===== src/rtl/battleship_pkg.sv =====
// Shared Battleship board types: default board dimensions and the
// sunk-ship scanner state encoding.
package battleship_pkg;

    localparam int NUM_SHIPS_DEF = 5;
    localparam int SHIP_W_DEF    = 5;

    typedef enum logic [1:0] {
        IDLE = 2'd0,
        SCAN = 2'd1,
        DONE = 2'd2
    } scan_state_t;

    // One ship row of the cell matrix; a 1 bit marks an intact cell.
    typedef logic [SHIP_W_DEF-1:0] ship_row_t;

endpackage


===== src/rtl/sunk_ship_scanner.sv =====
// Sequential sunk-ship tracker: scans one ship row per cycle, keeps a sticky
// sunk mask/count, pulses newly sunk ships and flags game over at pass end.
module sunk_ship_scanner
    import battleship_pkg::*;
#(
    parameter int NUM_SHIPS = NUM_SHIPS_DEF,
    parameter int SHIP_W    = SHIP_W_DEF,
    parameter int IDX_W     = (NUM_SHIPS > 1) ? $clog2(NUM_SHIPS) : 1,
    parameter int CNT_W     = $clog2(NUM_SHIPS + 1)
) (
    input  logic                              clk,
    input  logic                              rst,
    input  logic                              clear,
    input  logic                              start,
    input  logic [NUM_SHIPS-1:0][SHIP_W-1:0]  barcos,
    input  logic [NUM_SHIPS-1:0]              ship_valid,
    output logic                              busy,
    output logic                              done,
    output logic                              new_sunk,
    output logic [IDX_W-1:0]                  new_sunk_idx,
    output logic [NUM_SHIPS-1:0]              sunk_mask,
    output logic [CNT_W-1:0]                  sunk_count,
    output logic                              all_sunk
);

    scan_state_t            state, state_nxt;
    logic [IDX_W-1:0]       idx, idx_nxt;
    logic                   busy_nxt, done_nxt, new_sunk_nxt, all_sunk_nxt;
    logic [IDX_W-1:0]       new_sunk_idx_nxt;
    logic [NUM_SHIPS-1:0]   sunk_mask_nxt;
    logic [CNT_W-1:0]       sunk_count_nxt;
    logic                   row_sunk_new;
    logic                   last_row;

    // A row is freshly destroyed only if it is in play and not already counted.
    assign row_sunk_new = ship_valid[idx] && (barcos[idx] == '0) && !sunk_mask[idx];
    assign last_row     = (idx == IDX_W'(NUM_SHIPS - 1));

    // NOTE: every variable gets a default before any branch, so no path
    // leaves one unassigned and no latch is inferred.
    always_comb begin
        state_nxt        = state;
        idx_nxt          = idx;
        sunk_mask_nxt    = sunk_mask;
        sunk_count_nxt   = sunk_count;
        all_sunk_nxt     = all_sunk;
        new_sunk_nxt     = 1'b0;
        new_sunk_idx_nxt = '0;
        done_nxt         = 1'b0;

        if (clear) begin
            state_nxt      = IDLE;
            idx_nxt        = '0;
            sunk_mask_nxt  = '0;
            sunk_count_nxt = '0;
            all_sunk_nxt   = 1'b0;
        end else begin
            unique case (state)
                IDLE: begin
                    if (start) begin
                        state_nxt = SCAN;
                        idx_nxt   = '0;
                    end
                end
                SCAN: begin
                    if (row_sunk_new) begin
                        sunk_mask_nxt[idx] = 1'b1;
                        new_sunk_nxt       = 1'b1;
                        new_sunk_idx_nxt   = idx;
                        if (sunk_count < CNT_W'(NUM_SHIPS))
                            sunk_count_nxt = sunk_count + CNT_W'(1);
                    end
                    if (last_row) state_nxt = DONE;
                    else          idx_nxt   = idx + IDX_W'(1);
                end
                DONE: begin
                    done_nxt     = 1'b1;
                    all_sunk_nxt = (ship_valid != '0) &&
                                   ((sunk_mask & ship_valid) == ship_valid);
                    state_nxt    = IDLE;
                end
                default: state_nxt = IDLE;
            endcase
        end

        busy_nxt = (state_nxt != IDLE);
    end

    // NOTE: reset is synchronous here, sampled only on the clock edge, and all
    // state uses non-blocking assignments so every register sees pre-edge values.
    always_ff @(posedge clk) begin
        if (rst) begin
            state        <= IDLE;
            idx          <= '0;
            busy         <= 1'b0;
            done         <= 1'b0;
            new_sunk     <= 1'b0;
            new_sunk_idx <= '0;
            sunk_mask    <= '0;
            sunk_count   <= '0;
            all_sunk     <= 1'b0;
        end else begin
            state        <= state_nxt;
            idx          <= idx_nxt;
            busy         <= busy_nxt;
            done         <= done_nxt;
            new_sunk     <= new_sunk_nxt;
            new_sunk_idx <= new_sunk_idx_nxt;
            sunk_mask    <= sunk_mask_nxt;
            sunk_count   <= sunk_count_nxt;
            all_sunk     <= all_sunk_nxt;
        end
    end

endmodule


===== config.mk =====
export PLATFORM = sky130hd
export DESIGN_NAME = sunk_ship_scanner
export DESIGN_NICKNAME = d
export VERILOG_FILES = /design/src/rtl/battleship_pkg.sv /design/src/rtl/sunk_ship_scanner.sv
export SDC_FILE = /design/constraint.sdc
export NUM_CORES = 1
export LEC_CHECK = 0
export CORE_MARGIN = 2
export CORE_UTILIZATION = 45
export CTS_CLUSTER_DIAMETER = 40
export DETAILED_ROUTE_END_ITERATION = 10
export DONT_BUFFER_PORTS = 1
export GPL_ROUTABILITY_DRIVEN = 1
export SYNTH_ARGS = -nofsm -noshare
export SYNTH_HDL_FRONTEND = slang
export SYNTH_SLANG_ARGS = --single-unit
export TNS_END_PERCENT = 10

===== constraint.sdc =====
create_clock -name clk -period 4.3 [get_ports clk]
set_clock_uncertainty 0.1 [all_clocks]
set_input_delay 0.86 -clock clk [delete_from_list [all_inputs] [get_ports clk]]
set_output_delay 0.86 -clock clk [all_outputs]
set_load 0.02 [all_outputs]

## Word-level counts from Yosys, hierarchy flattened

Cells that the tools add are included.

| storage, ports and cells | value |
|---|---|
| flip-flop bits (word level) | 20 |
| bits of input ports | 34 |

| operators by class | value |
|---|---|
| add/subtract/negate cells | 2 |
| magnitude comparators | 3 |
| equal/unequal tests | 6 |
| mux-type cells | 17 |
| bitwise gates (word level) | 4 |
| reduce and logical (&&, ||, !) cells | 16 |

Operators with widths:

| kind | count |
|---|---|
| binary-select mux 5 bit (select 3 bit) | 1 |
| adder 3 x 1 -> 3 bit (second input constant) | 2 |
| binary-select mux 1 bit (select 3 bit) | 2 |
| 2-to-1 mux 2 bit | 3 |
| 2-to-1 mux 3 bit | 2 |
| one-hot mux 3 bit (2 select lines) | 1 |
| AND reduction 3 bit | 2 |
| AND 5 bit | 1 |
| equality test 5 bit | 1 |
| logical NOT 5 bit | 1 |
| 2-to-1 mux 1 bit | 5 |
| 2-to-1 mux 5 bit | 1 |
| OR 5 bit | 1 |
| nonzero test 5 bit | 1 |
| logical AND 1 bit | 4 |
| less-than comparator 3 x 4 -> 1 bit (second input constant) | 1 |
| inequality test 2 bit (second input constant) | 2 |
| one-hot mux 2 bit (2 select lines) | 1 |
| nonzero test 2 bit | 2 |
| OR reduction 4 bit | 1 |
| demux 1 bit (select 3 bit) | 1 |
| equality test 3 bit (second input constant) | 1 |
| >= comparator 3 x 1 -> 1 bit (second input constant) | 1 |
| less-than comparator 3 bit (second input constant) | 1 |
| other kinds (8) | 9 |

## Depth between registers and ports, before layout

Gate-level depths: netlist (run 1).

| depth | value |
|---|---|
| depth after elaboration | 7 |
| gate-level depth with buffers | 7 |
| mapped depth without buffers | 6 |

## Worst setup path before layout (run 1)

OpenSTA, ideal clock, no wires.

| path | value |
|---|---|
| kind | input-to-reg |
| from | in barcos[0] (netlist bit) |
| to | reg sunk_count[1] |
| setup time | 0.121 ns |
| data arrival time | 1.962 ns |
| slack | 2.117 ns |
| cell stages on the path | 5 |
| cells stage by stage | nor3_1 -> a21oi_1 -> nor4_4 -> and4_1 -> o22ai_1 |

| on the way | value |
|---|---|
| longest elaborated chain between the ends | 6 |

Ends and longest elaborated chain:

| element | RTL line | source |
|---|---|---|
| from (decl) | sunk_ship_scanner.sv:15 | `input logic [NUM_SHIPS-1:0][SHIP_W-1:0] barcos,` |
| binary-select mux 5 bit (select 3 bit) | sunk_ship_scanner.sv:36 | `assign row_sunk_new = ship_valid[idx] && (barcos[idx] == '0) && !sunk_mask[idx];` |
| 2-to-1 mux 5 bit (implied by the code) | sunk_ship_scanner.sv:36 |  |
| logical NOT 5 bit | sunk_ship_scanner.sv:36 |  |
| logical AND 1 bit (2 in series) | sunk_ship_scanner.sv:36 |  |
| AND reduction 3 bit (no source line) | - |  |
| to (signal assigned) | sunk_ship_scanner.sv:110 | `sunk_count <= sunk_count_nxt;` |
| to (decl) | sunk_ship_scanner.sv:22 | `output logic [CNT_W-1:0] sunk_count,` |

No other way between the ends. The select of a mux whose other input is x is not followed.
A chain may end at the register's enable or synchronous reset.

## Worst setup path in the final report (run 1)

| path | value |
|---|---|
| from | reg idx[2] |
| to | reg sunk_count[0] |

| on the way | value |
|---|---|
| longest elaborated chain between the ends | 6 |

Ends and longest elaborated chain:

| element | RTL line | source |
|---|---|---|
| from (decl) | sunk_ship_scanner.sv:27 | `logic [IDX_W-1:0] idx, idx_nxt;` |
| from (signal assigned) | sunk_ship_scanner.sv:104 | `idx <= idx_nxt;` |
| binary-select mux 5 bit (select 3 bit) | sunk_ship_scanner.sv:36 |  |
| 2-to-1 mux 5 bit (implied by the code) | sunk_ship_scanner.sv:36 |  |
| logical NOT 5 bit | sunk_ship_scanner.sv:36 |  |
| logical AND 1 bit | sunk_ship_scanner.sv:36 |  |
| logical AND 1 bit (*) | sunk_ship_scanner.sv:36 |  |
| AND reduction 3 bit (no source line) (*) | - |  |

Every way passes the cells marked *; elsewhere a longest branch is shown, timed or not. The select of a mux whose other input is x is not followed.

==> impl_metrics.tcl, run 1 <==
set metrics [dict create \
    grt_util_met3_pct 4.52 \
    layout.filler_cells 226 \
    yosys.cell_types.count 47 \
    ir_drop_worst_case_vdd_uv 177 \
    synth-seq-area-share_pct 36.3 \
    hp-start "all_sunk$_SDFFE_PP0P_" \
    core-area_um2 2280 \
    layout.nets 167 \
    final_cell_mix "sky130_fd_sc_hd__dfxtp_1, sky130_fd_sc_hd__nor2_1, sky130_fd_sc_hd__inv_1" \
    yosys-mux-area-fraction_pct 1.93 \
    period_minus_slack_ns 2.23 \
    area_growth_pct 5.67 \
    fin_hold_ws_ns 0.469 \
    synthCells 130 \
    setup-violations-final 0 \
    routabilityCongestion 0.730 \
    layout_worst_path_cycle_share_pct 51.9 \
    timing.rr.start "idx[2]$_SDFFE_PP0P_" \
    die-area_um2 2860 \
    tns_ns 0 \
    synth-edff-count 0 \
    max-cap-violations 0 \
    power_w 0.000367 \
    routed_wire_length_per_instance_um 15.9 \
    ant_nets 0 \
    grt_start_max_net_pins 17 \
    synth.largest_area_cell "sky130_fd_sc_hd__dfxtp_1" \
    synth.avg_cell_area_um2 8.49 \
    holdBufCountCts 0 \
    multi_input_area_um2 637 \
    first_global_vias 910 \
    insertedDiodeCount 0 \
    numCtsBuffers 3 \
    cts_tree "built" \
    clockBufferDepth 2 \
    gr-usage-met1_pct 24.7 \
    ys_async_sr_fraction_pct 0 \
    chipWidth_um 53.5 \
    cp_data_required_time_ns 4.38 \
    cts.sink_count 20 \
    clock.fmax_ghz 0.448 \
    synth-compound-area-share_pct 21.1 \
    core.rowCount 17 \
    clock_tree_root_buffer_cell "sky130_fd_sc_hd__clkbuf_4" \
    grt.busiest_layer "met2" \
    grt_util_all_layers_pct 19.0 \
    cts.repair_timing.setup_buffer_count 0 \
    worst_slew_margin_relative_to_its_limit_pct 62.8 \
    synthSimpleGateAreaFrac_pct 30.5 \
    synth-adder-area-share_pct 3.40 \
    area_of_the_mapped_netlist_um2 1100 \
    p_per_area_nw_per_um2 315 \
    arrival_ns 2.31 \
    setup_slack_ns 2.07 \
    clock_tree.htree_level_count 1 \
    drt_pre_antenna_iters 4 \
    crit_start "idx[2]$_SDFFE_PP0P_" \
    syn_nets 167 \
    routed-via-count 961 \
    mostFrequentLayoutCell "sky130_fd_sc_hd__dfxtp_1" \
    timing_max_transition_violations_final 0 \
    initial_core_util_pct 48.5 \
    antenna_found_initial 0 \
    clock_pin_slew_on_the_worst_setup_and_hold_paths_ns 0.12 \
    sequential_cell_area_um2 400 \
    drt-initial-drc-count 24 \
    yosys_register_bits 20 \
    worst_setup_path_start_kind "register" \
    drive_gt1_share_pct 10.9 \
    worstSkewPairLatency_ns 0.30 \
    power_leakage_nw 0.398 \
    worst_pin_slew_ns 0.558 \
    yosys.area.top_type_share_pct 36.3 \
    critical_path.max_fanout 16 \
    routed_wirelength_mm 2.50 \
    top_level_ports 49 \
    grt-ovfl-total 0 \
    global_route.usage.met2_pct 31.1 \
    vias_per_cell 6.12 \
    hold_violations 0 \
    ys.flop_type "sky130_fd_sc_hd__dfxtp_1" \
    pre_cts_slack_ns 1.91 \
    worstHoldPathType "register to register" \
    grt_pass1_wl_mm 3.87 \
    synthXorXnorAreaFrac_pct 0.794 \
    grt_setup_unrepaired "false" \
    post_cts_resize_count 0 \
    worst_setup_path_end_kind "register" \
    dp_hpwl_mm 1.88 \
    ys_top_cells_by_area "sky130_fd_sc_hd__dfxtp_1, sky130_fd_sc_hd__nor2_1, sky130_fd_sc_hd__and4_1" \
    synth_top_family_by_area "simple AND/OR/NAND/NOR gates" \
    die_height_um 53.5 \
    yosysWarnings 0 \
    portBuffers 0 \
    timing.setup.critical_path_class "register to register" \
    run_status "completed" \
    drc_markers 0 \
]
## synthesized netlist by cell type (2+ instances only)
library cell               instances
sky130_fd_sc_hd__or4_1             2
sky130_fd_sc_hd__nor3_1            6
sky130_fd_sc_hd__nor4_1            3
sky130_fd_sc_hd__nand2_1           8
sky130_fd_sc_hd__and4_1            5
sky130_fd_sc_hd__nand4_1           2
sky130_fd_sc_hd__nor2b_1           2
sky130_fd_sc_hd__clkbuf_1          2
sky130_fd_sc_hd__and3_1            2
sky130_fd_sc_hd__buf_2             2
sky130_fd_sc_hd__o21bai_1          2
sky130_fd_sc_hd__or3_1             2
sky130_fd_sc_hd__inv_1            10
sky130_fd_sc_hd__nand2b_1          2
sky130_fd_sc_hd__o21ai_0           2
sky130_fd_sc_hd__a211oi_1          4
sky130_fd_sc_hd__or2_1             2
sky130_fd_sc_hd__a41oi_1           2
sky130_fd_sc_hd__o22ai_1           3
sky130_fd_sc_hd__a31o_2            2
sky130_fd_sc_hd__nor2_1           14
sky130_fd_sc_hd__a21oi_1           5
sky130_fd_sc_hd__ha_1              3
sky130_fd_sc_hd__dfxtp_1          20
## worst paths after layout
kind	end	slack, ns	cells past startpoint
max	sunk_count[0]$_SDFFE_PP0P_	2.07	5
min	all_sunk$_SDFFE_PP0P_	0.47	2
max reg2reg	sunk_count[0]$_SDFFE_PP0P_	2.07	5
min reg2reg	all_sunk$_SDFFE_PP0P_	0.47	2
## cells by family after synthesis
kind of cell,count (synthesis)
and+or+nand+nor,57
AOI/OAI and AO/OA,31
DFF,20
buffers and inverters,16
adders and majority gates,3
muxes,2
xor gates and xnor gates,1
## power by group
| group | total, W | switching, W | internal (W) |
|---|---|---|---|
| Clock | 0.000155 | 0.0000611 | 0.0000941 |
| Combinational | 0.0000232 | 0.0000145 | 0.00000877 |
| Sequential | 0.000189 | 0.00000250 | 0.000186 |
## sequential cells by signal, indices dropped and copies added, names as in the netlist
signal and flops:
idx 3, new_sunk 1, all_sunk 1, sunk_count 3, done 1, state 2, sunk_mask 5, busy 1
new_sunk_idx 3
## final cells by class
cell class	count	share of cell area, %
Clock buffer	3	1.93
Clock inverter	1	2.58
Inverter	11	3.54
Multi-Input combinational cell	94	54.6
Sequential cell	20	34.3
Tap cell	28	3.00
## worst max-delay path: stages (launching register included)
cell	delay (ns)
sky130_fd_sc_hd__dfxtp_1	0.68
sky130_fd_sc_hd__nor2b_1	0.20
sky130_fd_sc_hd__a31o_2	0.30
sky130_fd_sc_hd__nor4_4	0.45
sky130_fd_sc_hd__and4_1	0.31
sky130_fd_sc_hd__o31ai_2	0.07
## per-stage QoR
stage / instances / util, % / cell area [µm²]
5_1_grt: 157 / 51.2 / 1170
3_5_place_dp: 153 / 48.9 / 1110
4_1_cts: 157 / 51.2 / 1170
6_report: 157 / 51.2 / 1170
3_3_place_gp: 153 / 48.9 / 1110
2_1_floorplan: 130 / - / 1100
## layer usage
metal	part of all wire, %	up-vias
met2	45	40
li1	-	482
met3	7.6	2
met5	0	-
met1	47	437
met4	0.56	0
Power figures use the tool's default switching activity.
==> run 2, diff against run 1 <==
clock period = 1.96 ns   (was 4.3 ns; I/O delays follow)
==> impl_metrics.tcl, run 2 (same netlist as run 1, synthesis figures left out) <==
set metrics [dict create \
    drt-initial-drc-count 10 \
    run_status "completed" \
    numCtsBuffers 3 \
    grt-ovfl-total 0 \
    power_leakage_nw 0.468 \
    cp_data_required_time_ns 2.06 \
    routed_wire_length_per_instance_um 14.9 \
    cts.sink_count 20 \
    largest-register "sunk_mask" \
    highest-signal-layer "met4" \
    die-area_um2 2860 \
    flip_flop_count_of_the_largest_register_after_layout 5 \
    wl_met1_mm 1.17 \
    drc_markers 0 \
    max-cap-violations 0 \
    ir_drop_worst_case_vdd_uv 425 \
    holdBufCountCts 0 \
    grt_util_all_layers_pct 20.1 \
    routabilityCongestion 0.795 \
    clock.fmax_ghz 0.542 \
    timing_max_transition_violations_final 0 \
    layout.filler_cells 209 \
    arrival_ns 1.94 \
    core-area_um2 2280 \
    p_per_area_nw_per_um2 525 \
    worst_setup_path_end_kind "register" \
    vias_per_cell 5.93 \
    area_growth_pct 14.4 \
    chipWidth_um 53.5 \
    portBuffers 0 \
    power_w 0.000663 \
    hold_violations 0 \
    grt_start_max_net_pins 11 \
    antenna_found_initial 0 \
    pwr-share-seq_pct 62.2 \
    switching_share_pct 23.3 \
    grt_pass1_wl_mm 4.14 \
    worstSkewPairLatency_ns 0.29 \
    layout.nets 182 \
    clockBufferDepth 2 \
    post-route-cell-area_um2 1260 \
    routed-via-count 1014 \
    critical_path.max_fanout 9 \
    timing.setup.critical_path_class "register to register" \
    clock_tree.htree_level_count 1 \
    p_clk_share_pct 28.0 \
    worst_pin_slew_ns 0.473 \
    dp_hpwl_mm 2.08 \
    ant_nets 0 \
    routed_wirelength_mm 2.54 \
    core.rowCount 17 \
    tns_ns 0 \
    top_level_ports 49 \
    setup-violations-final 0 \
    clock_pin_slew_on_the_worst_setup_and_hold_paths_ns 0.10 \
    die_height_um 53.5 \
    insertedDiodeCount 0 \
    drive_gt1_share_pct 21.7 \
    worstHoldPathType "primary input to register" \
    worst_setup_path_start_kind "register" \
    drt_pre_antenna_iters 4 \
    routed-wl-met3_um 165 \
    final_cell_mix "sky130_fd_sc_hd__dfxtp_1, sky130_fd_sc_hd__buf_4, sky130_fd_sc_hd__nor2_1" \
    multi_input_area_um2 649 \
    worst_slew_margin_relative_to_its_limit_pct 68.4 \
    initial_core_util_pct 48.5 \
    sequential_cell_area_um2 402 \
    power.switching_w 0.000155 \
    period_minus_slack_ns 1.85 \
    first_global_vias 932 \
    grt_setup_unrepaired "false" \
    combPwrFrac_pct 9.8 \
    clock_tree_root_buffer_cell "sky130_fd_sc_hd__clkbuf_4" \
    met2WireLength_mm 1.19 \
    mostFrequentLayoutCell "sky130_fd_sc_hd__dfxtp_1" \
    layout_worst_path_cycle_share_pct 94.2 \
    cellInternalPower_w 0.000509 \
    post_dp_cell_area_um2 1210 \
    cts_tree "built" \
]
## run 2: cell types whose count changed in the layout (fill, tap and decap cells not counted), sizes merged
| cell | before | now |
|---|---|---|
| bufinv | 1 | 0 |
| buf | 0 | 15 |
## run 2: repair_timing
item | 4_1_cts | 5_1_grt
gates resized for setup | 0 | 3
endpoints found under the setup margin | 0 | 8
buffers inserted | 0 | 2
## run 2: worst paths after layout
kind | startpoint | endpoint | cells after the start | slack, ns
worst max register to register | idx[0]$_SDFFE_PP0P_ | new_sunk_idx[1]$_SDFF_PP0_ | 6 | 0.11
worst max-delay path | idx[0]$_SDFFE_PP0P_ | new_sunk_idx[1]$_SDFF_PP0_ | 6 | 0.11
worst min register to register | state[0]$_SDFF_PP0_ | idx[0]$_SDFFE_PP0P_ | 2 | 0.47
worst min-delay path | start | idx[2]$_SDFFE_PP0P_ | 1 | 0.07
## run 2: cell type report
type,count,area share [%]
inverter,11,3.27
tap,28,2.78
clock buffer,3,1.78
timing repair buffer,15,8.92
multi-input combinational,94,51.4
sequential,20,31.8
## run 2: power groups by stage
stage / Combinational (W) / Sequential [W] / Clock, W
after floorplan: 0.0000445 / 0.000421 / 0
after global placement: 0.0000570 / 0.000422 / 0
after detailed placement: 0.0000586 / 0.000422 / 0
after CTS: 0.0000587 / 0.000413 / 0.000198
after global routing: 0.0000713 / 0.000413 / 0.000216
final: 0.0000647 / 0.000413 / 0.000186
## run 2: critical path, stage by stage, from the launching register on
cell and delay, ns:
sky130_fd_sc_hd__dfxtp_1 0.39, sky130_fd_sc_hd__or3_1 0.41, sky130_fd_sc_hd__a21oi_1 0.23, sky130_fd_sc_hd__nor4_4 0.07, sky130_fd_sc_hd__buf_4 0.17, sky130_fd_sc_hd__and2_1 0.18
sky130_fd_sc_hd__and4_1 0.20
## run 2: metal layers
layer / up-vias / track usage [%]
li1: 510 / -
met1: 465 / 25.7
met2: 35 / 33.5
met3: 4 / 5.93
met4: 0 / 3.85
met5: - / 0
## run 2: stage by stage
stage / utilization (%) / hold WS, ns / instances / setup slack [ns]
finish: 55.5 / 0.0723 / 171 / 0.113
global route: 55.5 / 0.0513 / 171 / 0.0202
CTS: 54.2 / 0.0679 / 169 / 0.0140
detailed placement: 53.2 / 0.390 / 166 / 0.0392
global placement: 53.2 / 0.398 / 166 / 0.101
floorplan: - / 0.385 / 130 / 0.196
==> run 3, diff against run 2 <==
GPL_ROUTABILITY_DRIVEN = not set   (was 1)
SLEW_MARGIN = 15   (was not set)
==> results of run 3 <==
Final layout, timing and power as in run 2 (identical DEF).
